<file path="config.mk">
export PLATFORM = sky130hd
export DESIGN_NAME = mem_arbiter
export DESIGN_NICKNAME = d
export VERILOG_FILES = /design/src/rtl/mem_arbiter_pkg.sv /design/src/rtl/mem_arb_streak.sv /design/src/rtl/mem_arbiter.sv
export SDC_FILE = /design/constraint.sdc
export NUM_CORES = 1
export LEC_CHECK = 0
export ABC_AREA = 0
export CORE_AREA = 2 2 108 110
export DETAILED_ROUTE_END_ITERATION = 12
export DIE_AREA = 0 0 110 112
export GPL_TIMING_DRIVEN = 0
export HOLD_SLACK_MARGIN = 0.12
export PLACE_DENSITY = 0.6
export SETUP_SLACK_MARGIN = 0.2
export SKIP_LAST_GASP = 1
export SLEW_MARGIN = 25
export SYNTH_ARGS = -nofsm -noshare
export SYNTH_HDL_FRONTEND = slang
export SYNTH_HIERARCHICAL = 1
export SYNTH_SLANG_ARGS = --single-unit
</file>
<file path="constraint.sdc">
create_clock -name clk -period 5.45 [get_ports clk]
set_clock_uncertainty 0.1 [all_clocks]
set_input_delay 1.09 -clock clk [delete_from_list [all_inputs] [get_ports clk]]
set_output_delay 1.09 -clock clk [all_outputs]
set_load 0.005 [all_outputs]
</file>
<file path="src/rtl/mem_arbiter_pkg.sv">
// Shared types and defaults for the two-master memory arbiter.
package mem_arbiter_pkg;

    typedef enum logic [1:0] {
        OWN_NONE   = 2'd0,
        OWN_IFETCH = 2'd1,
        OWN_DATA   = 2'd2
    } owner_e;

    localparam int unsigned DEF_ADDR_W       = 32;
    localparam int unsigned DEF_MAX_D_STREAK = 4;
    localparam int unsigned STREAK_W         = 4;

endpackage

</file>
<file path="src/rtl/mem_arb_streak.sv">
// Saturating count of consecutive data grants taken while fetch is waiting.
module mem_arb_streak
    import mem_arbiter_pkg::*;
#(
    parameter int unsigned MAX = DEF_MAX_D_STREAK
) (
    input  logic                clk,
    input  logic                rst,
    input  logic                clr_i,
    input  logic                inc_i,
    output logic [STREAK_W-1:0] streak_o
);

    localparam logic [STREAK_W-1:0] MAX_S = STREAK_W'(MAX);

    logic [STREAK_W-1:0] streak_q;
    logic [STREAK_W-1:0] streak_d;

    always_comb begin
        streak_d = streak_q;
        if (clr_i) begin
            streak_d = '0;
        end else if (inc_i && (streak_q != MAX_S)) begin
            streak_d = streak_q + 1'b1;
        end
    end

    always_ff @(posedge clk or posedge rst) begin
        if (rst) begin
            streak_q <= '0;
        end else begin
            streak_q <= streak_d;
        end
    end

    assign streak_o = streak_q;

endmodule

</file>
<file path="src/rtl/mem_arbiter.sv">
// Shares one memory port between instruction fetch and the LSU: data has
// priority, a streak limit bounds fetch starvation, and a lock holds the grant.
module mem_arbiter
    import mem_arbiter_pkg::*;
#(
    parameter int unsigned MAX_D_STREAK = DEF_MAX_D_STREAK,
    parameter int unsigned ADDR_W       = DEF_ADDR_W
) (
    input  logic              clk,
    input  logic              rst,
    input  logic              i_valid,
    input  logic [ADDR_W-1:0] i_addr,
    output logic              i_ready,
    output logic [31:0]       i_rdata,
    input  logic              d_valid,
    input  logic [ADDR_W-1:0] d_addr,
    input  logic [31:0]       d_wdata,
    input  logic [3:0]        d_wstrb,
    output logic              d_ready,
    output logic [31:0]       d_rdata,
    output logic              m_valid,
    output logic [ADDR_W-1:0] m_addr,
    output logic [31:0]       m_wdata,
    output logic [3:0]        m_wstrb,
    input  logic              s_ready,
    input  logic [31:0]       s_rdata,
    output logic [1:0]        o_owner,
    output logic              o_abort
);

    localparam logic [STREAK_W-1:0] MAX_S = STREAK_W'(MAX_D_STREAK);

    owner_e              owner_q;
    owner_e              sel;
    logic                abort_q;
    logic [STREAK_W-1:0] streak;
    logic                i_hs;
    logic                d_hs;

    always_comb begin
        sel = OWN_NONE;
        if (owner_q != OWN_NONE) begin
            sel = owner_q;
        end else if (d_valid && i_valid) begin
            sel = (streak == MAX_S) ? OWN_IFETCH : OWN_DATA;
        end else if (d_valid) begin
            sel = OWN_DATA;
        end else if (i_valid) begin
            sel = OWN_IFETCH;
        end
    end

    // A withdrawn lock keeps sel on the old owner, so m_valid falls to 0 for that cycle.
    always_comb begin
        m_valid = 1'b0;
        m_addr  = '0;
        m_wdata = '0;
        m_wstrb = '0;
        case (sel)
            OWN_IFETCH: begin
                m_valid = i_valid && !rst;
                m_addr  = i_addr;
            end
            OWN_DATA: begin
                m_valid = d_valid && !rst;
                m_addr  = d_addr;
                m_wdata = d_wdata;
                m_wstrb = d_wstrb;
            end
            default: ;
        endcase
    end

    assign i_ready = s_ready && !rst && (sel == OWN_IFETCH);
    assign d_ready = s_ready && !rst && (sel == OWN_DATA);
    assign i_rdata = s_rdata;
    assign d_rdata = s_rdata;

    assign i_hs = i_valid && i_ready;
    assign d_hs = d_valid && d_ready;

    mem_arb_streak #(
        .MAX (MAX_D_STREAK)
    ) u_streak (
        .clk      (clk),
        .rst      (rst),
        .clr_i    (i_hs || !i_valid),
        .inc_i    (d_hs && i_valid && !i_hs),
        .streak_o (streak)
    );

    always_ff @(posedge clk or posedge rst) begin
        if (rst) begin
            owner_q <= OWN_NONE;
            abort_q <= 1'b0;
        end else begin
            abort_q <= 1'b0;
            if ((owner_q != OWN_NONE) && !m_valid) begin
                owner_q <= OWN_NONE;
                abort_q <= 1'b1;
            end else if (m_valid && !s_ready) begin
                owner_q <= sel;
            end else if (m_valid && s_ready) begin
                owner_q <= OWN_NONE;
            end
        end
    end

    assign o_owner = owner_q;
    assign o_abort = abort_q;

endmodule

</file>
Yosys cells after proc, flatten, opt, wreduce, memory -nomap -nowiden --
Index checks and enable logic that the tools add are counted.
Operators by class: multiplexer cells 15, add/subtract/negate cells 1, reduce and logical (&&, ||, !) cells 23, eq/ne operators 4
Operators by type and width (count):
- $pmux W32 S2 | 1
- $mux W32 | 1
- $logic_and A1 B1 Y1 | 14
- $mux W2 | 7
- $mux W4 | 3
- $logic_not A1 Y1 | 5
- $add A4 B1 Y4 const B | 1
- $eq A4 B3 Y1 const B | 1
- $ne A4 B3 Y1 const B | 1
- $reduce_bool A2 Y1 | 2
- $reduce_bool A3 Y1 | 1
- $eq A2 B1 Y1 const B | 1
- $eq A2 B2 Y1 const B | 1
- $mux W1 | 2
- $pmux W1 S2 | 1
- $logic_or A1 B1 Y1 | 1
Storage, ports and cells: register bits 7, input bits 137

Longest topological paths before layout --
Gate-level depths: netlist (run 1).
depth in word-level cells 12, gate-level depth with buffers 9, mapped depth without buffers 9

Modules after synthesis --
Netlist (run 1), hierarchy kept.
By module, submodules not included:
- mem_arbiter | cells each 204, area each 1371.3 um2, instances 1
- mem_arb_streak | cells each 25, area each 247.7 um2, instances 1

Worst setup path after synthesis (run 1) --
OpenSTA, ideal clock, no wires.
path kind input-to-output, from input d_valid, to output m_valid, stages 7, setup slack 1.663 ns, arrival 2.597 ns, data required time 4.260 ns, cell sequence or3b_2 > o211a_4 > inv_1 > ha_1 > clkbuf_1 > or3_1 > inv_1
On the way: word-level cells in the longest chain between the ends 5, elaborated cells between the ends (all ways) 8, those cells by class 2 x eq/ne; 4 x mux; 2 x reduce/logical
RTL lines:
- start: declaration | line mem_arbiter.sv:15 | input logic d_valid,
- $mux W2 or $logic_and A1 B1 Y1 (tied branches) | line mem_arbiter.sv:46, mem_arbiter.sv:44
- $mux W2 | line mem_arbiter.sv:44 | end else if (d_valid && i_valid) begin
- $mux W2 | line mem_arbiter.sv:42 | if (owner_q != OWN_NONE) begin
- $eq A2 B2 Y1 or $eq A2 B1 Y1 (tied branches) | line mem_arbiter.sv:59 | case (sel)
- $pmux W1 S2 * | line mem_arbiter.sv:59
- end: declaration | line mem_arbiter.sv:21 | output logic m_valid,
Mark *: on every way between the ends. The rest lies on a longest branch, timed or not.

Final worst setup path (run 1) --
from input i_valid, to output m_valid
On the way: word-level cells in the longest chain between the ends 6, elaborated cells between the ends (all ways) 9, those cells by class 2 x eq/ne; 5 x mux; 2 x reduce/logical
RTL lines:
- start: declaration | line mem_arbiter.sv:11 | input logic i_valid,
- $mux W1 | line mem_arbiter.sv:48 | end else if (i_valid) begin
- $mux W2 | line mem_arbiter.sv:46 | end else if (d_valid) begin
- $mux W2 | line mem_arbiter.sv:44
- $mux W2 | line mem_arbiter.sv:42
- $eq A2 B2 Y1 or $eq A2 B1 Y1 (tied branches) | line mem_arbiter.sv:59
- $pmux W1 S2 * | line mem_arbiter.sv:59
Marks and branches as above.

==> load_flow_metrics.sql, run 1 <==
INSERT INTO impl_metrics (metric_group, metric, value, unit) VALUES
('floorplanning', 'area_enclosed_by_the_die_boundary', '12300', 'um2'),
('power_and_ir_drop', 'power.static_leakage', '1.77', 'nW'),
('timing', 'clock.fmax', '201', 'MHz'),
('power_and_ir_drop', 'switchingPower', '129', 'uW'),
('power_and_ir_drop', 'worst_ir_drop_on_vdd', '0.000210', 'V'),
('cts', 'post-cts-setup-buffers', '0', ''),
('route', 'postRouteWirelength', '8.85', 'mm'),
('route', 'route.detailed.wl_per_inst', '14.3', 'um'),
('grt', 'grt_use_total', '0.133', ''),
('layout', 'mostFrequentLayoutCell', 'sky130_fd_sc_hd__clkdlybuf4s50_1', ''),
('timing', 'tightestPinTransition', '440', 'ps'),
('yosys', 'synth_cells', '229', ''),
('timing', 'grt_setup_unrepaired', 'no', ''),
('grt', 'grt_pass1_wl', '12.9', 'mm'),
('route', 'dr.pass1.iters', '4', ''),
('floorplanning', 'core_region_area', '11200', 'um2'),
('cts', 'clock_tree.root_cell', 'sky130_fd_sc_hd__clkbuf_16', ''),
('run_status', 'outcome', 'complete, no violations', ''),
('floorplanning', 'floorplan.die.width', '110', 'um'),
('power_and_ir_drop', 'share_seq_of_total_power', '0.107', ''),
('yosys', 'netlist_area_before_placement', '1620', 'um2'),
('worst_setup_path', 'critical_path_peak_fanout', '6', ''),
('layout', 'fin_util', '0.385', ''),
('worst_setup_path', 'crit_type', 'in -> out', ''),
('timing', 'relSlewSlack', '0.707', ''),
('worst_setup_path', 'cp_data_arrival_time', '3780', 'ps'),
('yosys', 'synth-seq-cells', '7', ''),
('cts', 'cts_buffers', '3', ''),
('worst_setup_path', 'critPathRequiredTime', '4260', 'ps'),
('layout', 'layout-area-overhead-vs-synth', '166', '%'),
('route', 'post-route-drc-count', '0', ''),
('worst_setup_path', 'setup.worst_path.end_class', 'output port', ''),
('layout', 'design.final.nets', '617', ''),
('timing', 'holdWs', '460', 'ps'),
('yosys', 'synth_cell_type_count', '29', ''),
('cts', 'cts_hold_buf', '0', ''),
('grt', 'grt_max_degree', '11', ''),
('worst_setup_path', 'worst_reg2reg_setup_slack', '2670', 'ps'),
('cts', 'cts-root-to-sink-buffers', '2', ''),
('power_and_ir_drop', 'power.switching_fraction', '0.257', ''),
('floorplanning', 'initial_core_util', '0.145', ''),
('worst_setup_path', 'critPathLaunchType', 'input pin', ''),
('power_and_ir_drop', 'cellPowerDensity', '116', 'nW/um2'),
('power_and_ir_drop', 'report.power.total', '501', 'uW'),
('yosys', 'netlist_top_cells_area', 'sky130_fd_sc_hd__buf_4 30%, sky130_fd_sc_hd__a22oi_1 15%, sky130_fd_sc_hd__and2_1 14%, sky130_fd_sc_hd__dfrtp_1 11%, sky130_fd_sc_hd__nor2_1 7.9%', ''),
('grt', 'grt_antenna_before_repair', '0', ''),
('grt', 'grt.overflow.total', '0', ''),
('floorplanning', 'total_i_o_pin_count', '275', ''),
('worst_setup_path', 'regToRegStartpoint', 'u_streak/streak_o[1]', ''),
('timing', 'finalSetupViolCount', '0', ''),
('timing', 'report.final.slew_viol_count', '0', ''),
('place', 'finalWeightedCongestion', '0.790', ''),
('floorplanning', 'die_h', '112', 'um'),
('yosys', 'synth_nets', '370', ''),
('worst_hold_path', 'holdCritStartpoint', 'o_owner[0]', ''),
('cts', 'clock_insertion_delay_worst_skew', '230', 'ps'),
('power_and_ir_drop', 'power.internal', '372', 'uW'),
('job', 'timing.max_cap.violations', '0', ''),
('layout', 'drive_gt1_frac', '0.173', ''),
('yosys', 'ys_warn_count', '6', ''),
('grt', 'via_count_of_the_first_global_routing_pass', '2454', ''),
('route', 'initialDrtViolationCount', '98', ''),
('layout', 'antenna-diode-count', '0', ''),
('cts', 'cts_max_level', '1', ''),
('place', 'numPortBuffers', '242', ''),
('cts', 'clock_input_transition_at_the_sequential_cells_of_the_worst_setup_and_hold_paths', '40', 'ps'),
('yosys', 'synth_area_per_cell', '7.07', 'um2'),
('timing', 'period_share', '0.913', ''),
('power_and_ir_drop', 'clock_power_share', '0.251', ''),
('route', 'drtAntennaViolNets', '0', ''),
('place', 'hpwl', '7.74', 'mm');
path summary, 6_finish.rpt:
path                                   endpoint  depth (start not counted)
setup / recovery                        m_valid                          9
hold / removal                          o_abort                          1
setup reg to reg           u_streak/streak_o[0]                          8
hold reg to reg                         o_abort                          1
max in group asynchronous  u_streak/streak_o[2]                          2
min in group asynchronous               o_abort                          2
area by class of cell:
type	instances	area (um2)
sequential	7	175
clock inverter	1	5.00
buffer	79	546
timing repair buffer	242	2420
tap	143	179
fill	1149	6870
inverter	9	33.8
multi-input combinational	134	870
clock buffer	3	75.1
layer usage:
layer	vias to the layer above	routed length, um	global-route usage
li1	1188	-	-
met1	1052	3060	0.134
met2	128	4780	0.258
met3	10	891	0.0439
met4	0	124	0.0270
met5	-	0	0
registers in the layout (all words and copies together) (netlist names):
name and cells:
o_abort 1, o_owner 2, u_streak/streak_o 4
kinds of logic (layout without fill, tap and decap cells):
kind of cell | Yosys count | in the layout | synth area share
simple gates | 89 | 89 | 0.305
buf+inv | 88 | 334 | 0.355
compound gates | 38 | 38 | 0.179
flops | 7 | 7 | 0.108
fa+ha+maj | 4 | 4 | 0.0309
mux | 3 | 3 | 0.0216
cell usage after synthesis:
library cell / n
sky130_fd_sc_hd__nor2_1: 34
sky130_fd_sc_hd__and4b_1: 1
sky130_fd_sc_hd__buf_4: 64
sky130_fd_sc_hd__inv_1: 9
sky130_fd_sc_hd__and2_1: 36
sky130_fd_sc_hd__or3_1: 2
sky130_fd_sc_hd__o21a_2: 1
sky130_fd_sc_hd__a21oi_1: 2
sky130_fd_sc_hd__clkbuf_1: 12
sky130_fd_sc_hd__o21a_1: 1
sky130_fd_sc_hd__o211a_4: 1
sky130_fd_sc_hd__nand4_1: 1
sky130_fd_sc_hd__dfrtp_1: 7
sky130_fd_sc_hd__and3_1: 2
sky130_fd_sc_hd__nand2b_1: 4
sky130_fd_sc_hd__nor3_1: 2
sky130_fd_sc_hd__or3b_2: 1
sky130_fd_sc_hd__nor2b_1: 1
sky130_fd_sc_hd__nand2_1: 1
sky130_fd_sc_hd__mux2_4: 1
sky130_fd_sc_hd__nand2b_4: 1
sky130_fd_sc_hd__a22oi_1: 32
sky130_fd_sc_hd__buf_2: 3
sky130_fd_sc_hd__o22ai_1: 1
sky130_fd_sc_hd__and4_1: 1
sky130_fd_sc_hd__nor3_2: 1
sky130_fd_sc_hd__or4b_4: 1
sky130_fd_sc_hd__mux2i_1: 2
sky130_fd_sc_hd__ha_1: 4
repair_timing:
item | CTS | global route
hold endpoints to repair | 0 | 0
pin swaps | 0 | 0
resized for setup | 3 | 2
endpoints found under the setup margin | 12 | 26
per-stage QoR:
step / std cells / setup slack (ps) / instance area (um2)
after floorplan: 229 / 1660 / 1620
after global placement: 614 / 181 / 4220
after detailed placement: 614 / 166 / 4220
after CTS: 618 / 273 / 4300
after global routing: 618 / 221 / 4310
final: 618 / 476 / 4310
critical path: stages:
cell and delay, ps:
sky130_fd_sc_hd__clkdlybuf4s50_1 540, sky130_fd_sc_hd__or3b_2 470, sky130_fd_sc_hd__o211a_4 160, sky130_fd_sc_hd__inv_1 50, sky130_fd_sc_hd__ha_1 210, sky130_fd_sc_hd__clkbuf_1 200, sky130_fd_sc_hd__or3_1 480, sky130_fd_sc_hd__inv_1 80
sky130_fd_sc_hd__clkdlybuf4s50_1 490
power groups by stage:
stage          Combinational, mW  Clock (mW)  Sequential [mW]
2_1_floorplan              0.109           0           0.0542
3_3_place_gp               0.323           0           0.0542
3_5_place_dp               0.325           0           0.0543
4_1_cts                    0.327       0.130           0.0535
5_1_grt                    0.347       0.133           0.0536
6_report                   0.322       0.126           0.0536
Power figures use the tool's default switching activity.
==> inputs of run 2 (changes only) <==
--- a/config.mk
+++ b/config.mk
@@ -19,3 +19,4 @@
 export SYNTH_HDL_FRONTEND = slang
 export SYNTH_HIERARCHICAL = 1
 export SYNTH_SLANG_ARGS = --single-unit
+export TNS_END_PERCENT = 50
==> constraint.sdc (replaced) <==
create_clock -name clk -period 6.4 [get_ports clk]
set_clock_uncertainty 0.1 [all_clocks]
set_input_delay 1.28 -clock clk [delete_from_list [all_inputs] [get_ports clk]]
set_output_delay 1.28 -clock clk [all_outputs]
set_load 0.005 [all_outputs]
==> run 2 against run 1 <==
- die area unchanged
- final area fell by 0.12%
- via count is essentially flat
- non-clock buffer count unchanged
- utilization barely moved
- wire length is 0.21% lower
- power shrank 15%
- sequential power fell by 15%
- combinational power fell by 15%
==> load_flow_metrics.sql, run 2 (same netlist as run 1, synthesis figures left out) <==
INSERT INTO impl_metrics (metric_group, metric, value, unit) VALUES
('route', 'dr.pass1.iters', '4', ''),
('route', 'drtAntennaViolNets', '0', ''),
('worst_setup_path', 'startpoint', 'i_valid', ''),
('cts', 'cts.repair.resized', '0', ''),
('layout', 'layout-area-overhead-vs-synth', '166', '%'),
('timing', 'finalSetupViolCount', '0', ''),
('timing', 'holdWs', '461', 'ps'),
('layout', 'antenna-diode-count', '0', ''),
('floorplanning', 'area_enclosed_by_the_die_boundary', '12300', 'um2'),
('cts', 'clock_sink_count', '7', ''),
('worst_setup_path', 'critPathRequiredTime', '5020', 'ps'),
('layout', 'design.final.nets', '617', ''),
('cts', 'post-cts-setup-buffers', '0', ''),
('floorplanning', 'die_h', '112', 'um'),
('layout', 'most_frequent_cells_in_the_layout', '242 x sky130_fd_sc_hd__clkdlybuf4s50_1, 64 x sky130_fd_sc_hd__buf_4, 36 x sky130_fd_sc_hd__and2_1', ''),
('cts', 'cts_max_level', '1', ''),
('cts', 'cts_hold_buf', '0', ''),
('run_status', 'outcome', 'complete, no violations', ''),
('layout', 'mostFrequentLayoutCell', 'sky130_fd_sc_hd__clkdlybuf4s50_1', ''),
('grt', 'via_count_of_the_first_global_routing_pass', '2451', ''),
('grt', 'grt_use_total', '0.133', ''),
('worst_setup_path', 'critPathLaunchType', 'input pin', ''),
('job', 'timing.max_cap.violations', '0', ''),
('power_and_ir_drop', 'report.power.total', '426', 'uW'),
('timing', 'hold_viol', '0', ''),
('cts', 'cts-root-to-sink-buffers', '2', ''),
('route', 'post_drt_via_cell_ratio', '3.85', ''),
('route', 'route.detailed.wl_per_inst', '14.3', 'um'),
('timing', 'timing.final.ws_setup', '802', 'ps'),
('layout', 'max_ffs_per_register', '4', ''),
('timing', 'clock.fmax', '179', 'MHz'),
('grt', 'grt_antenna_before_repair', '0', ''),
('place', 'hpwl', '7.74', 'mm'),
('timing', 'finalSetupTns', '0', 'ps'),
('place', 'numPortBuffers', '242', ''),
('worst_setup_path', 'crit_type', 'in -> out', ''),
('worst_setup_path', 'worst_reg2reg_setup_slack', '3540', 'ps'),
('route', 'postRouteWirelength', '8.83', 'mm'),
('worst_setup_path', 'cp_data_arrival_time', '4220', 'ps'),
('cts', 'clock_insertion_delay_worst_skew', '230', 'ps'),
('cts', 'cts_buffers', '3', ''),
('timing', 'relSlewSlack', '0.701', ''),
('route', 'initialDrtViolationCount', '100', ''),
('worst_hold_path', 'worst_hold_path_type', 'reg -> reg', ''),
('timing', 'timing.final.crit_period', '5600', 'ps'),
('grt', 'grt_max_degree', '11', ''),
('timing', 'period_share', '0.875', ''),
('power_and_ir_drop', 'worst_ir_drop_on_vdd', '0.000179', 'V'),
('timing', 'report.final.slew_viol_count', '0', ''),
('place', 'dpl_worst_slack', '736', 'ps'),
('route', 'post-route-drc-count', '0', ''),
('route', 'detailroute.via_count', '2377', ''),
('floorplanning', 'core_region_area', '11200', 'um2'),
('timing', 'grt_setup_unrepaired', 'no', ''),
('floorplanning', 'initial_core_util', '0.145', ''),
('grt', 'grt_pass1_wl', '12.8', 'mm'),
('layout', 'drive_gt1_frac', '0.164', ''),
('worst_setup_path', 'capturing_element_of_the_worst_setup_path', 'm_addr[9]', ''),
('cts', 'clock_input_transition_at_the_sequential_cells_of_the_worst_setup_and_hold_paths', '40', 'ps'),
('floorplanning', 'total_i_o_pin_count', '275', ''),
('power_and_ir_drop', 'cellPowerDensity', '99.1', 'nW/um2'),
('worst_setup_path', 'setup.worst_path.end_class', 'output port', ''),
('place', 'finalWeightedCongestion', '0.790', ''),
('worst_setup_path', 'reg2regPathDepth', '8', ''),
('grt', 'grt.overflow.total', '0', ''),
('cts', 'clock_tree.root_cell', 'sky130_fd_sc_hd__clkbuf_16', ''),
('worst_setup_path', 'crit-reg2reg-capture', 'u_streak/streak_o[0]', ''),
('worst_setup_path', 'regToRegStartpoint', 'u_streak/streak_o[1]', ''),
('worst_setup_path', 'critical_path_peak_fanout', '10', ''),
('floorplanning', 'floorplan.die.width', '110', 'um'),
('power_and_ir_drop', 'power.static_leakage', '1.76', 'nW'),
('timing', 'tightestPinTransition', '448', 'ps'),
('cts', 'cts_tree', 'yes', ''),
('floorplanning', 'placementRows', '39', '');
[run 2: cell counts in the layout (fill, tap and decap cells not counted)]
No cell type changed its count.
[run 2: layer usage]
| metal | vias up | global-route usage | part of all wire |
|---|---|---|---|
| met5 | - | 0 | 0 |
| li1 | 1188 | - | - |
| met2 | 130 | 0.258 | 0.54 |
| met1 | 1047 | 0.134 | 0.35 |
| met4 | 0 | 0.0270 | 0.017 |
| met3 | 12 | 0.0439 | 0.10 |
[run 2: layout make-up]
cell class | instances | area, um2
Clock inverter | 1 | 5.00
Clock buffer | 3 | 75.1
Fill cell | 1151 | 6870
Inverter | 9 | 33.8
Sequential cell | 7 | 175
Buffer | 79 | 541
Timing Repair Buffer | 242 | 2420
Multi-Input combinational cell | 134 | 870
Tap cell | 143 | 179
[run 2: worst max-delay path: stages]
cell and delay, ps:
sky130_fd_sc_hd__clkdlybuf4s50_1 550, sky130_fd_sc_hd__or3b_2 470, sky130_fd_sc_hd__o211a_4 160, sky130_fd_sc_hd__inv_1 50, sky130_fd_sc_hd__ha_1 130, sky130_fd_sc_hd__clkbuf_1 340, sky130_fd_sc_hd__clkbuf_1 420, sky130_fd_sc_hd__a22oi_1 130
sky130_fd_sc_hd__nor2_1 130, sky130_fd_sc_hd__clkdlybuf4s50_1 550
[run 2: power by group]
| part | switching, mW | internal, mW |
|---|---|---|
| combinational | 0.0840 | 0.189 |
| clock | 0.0249 | 0.0821 |
| sequential | 0.000536 | 0.0451 |
| total | 0.109 | 0.317 |
[run 2: how the worst min path moves through the flow]
stage / slack, ps / depth (start not counted) / endpoint / from
2_1_floorplan: 420 / 1 / o_abort / o_owner[0]
3_3_place_gp: 430 / 1 / o_abort / o_owner[0]
3_5_place_dp: 450 / 1 / o_abort / o_owner[0]
4_1_cts: 460 / 1 / o_abort / o_owner[0]
5_1_grt: 490 / 1 / o_abort / o_owner[0]
6_report: 460 / 1 / o_abort / o_owner[0]
[run 2: per-stage QoR]
| stage | instances | instance area, um2 | utilization |
|---|---|---|---|
| floorplan | 229 | 1620 | - |
| CTS | 618 | 4300 | 0.385 |
| finish | 618 | 4300 | 0.385 |
| global placement | 614 | 4220 | 0.378 |
| detailed placement | 614 | 4220 | 0.378 |
| global route | 618 | 4300 | 0.385 |
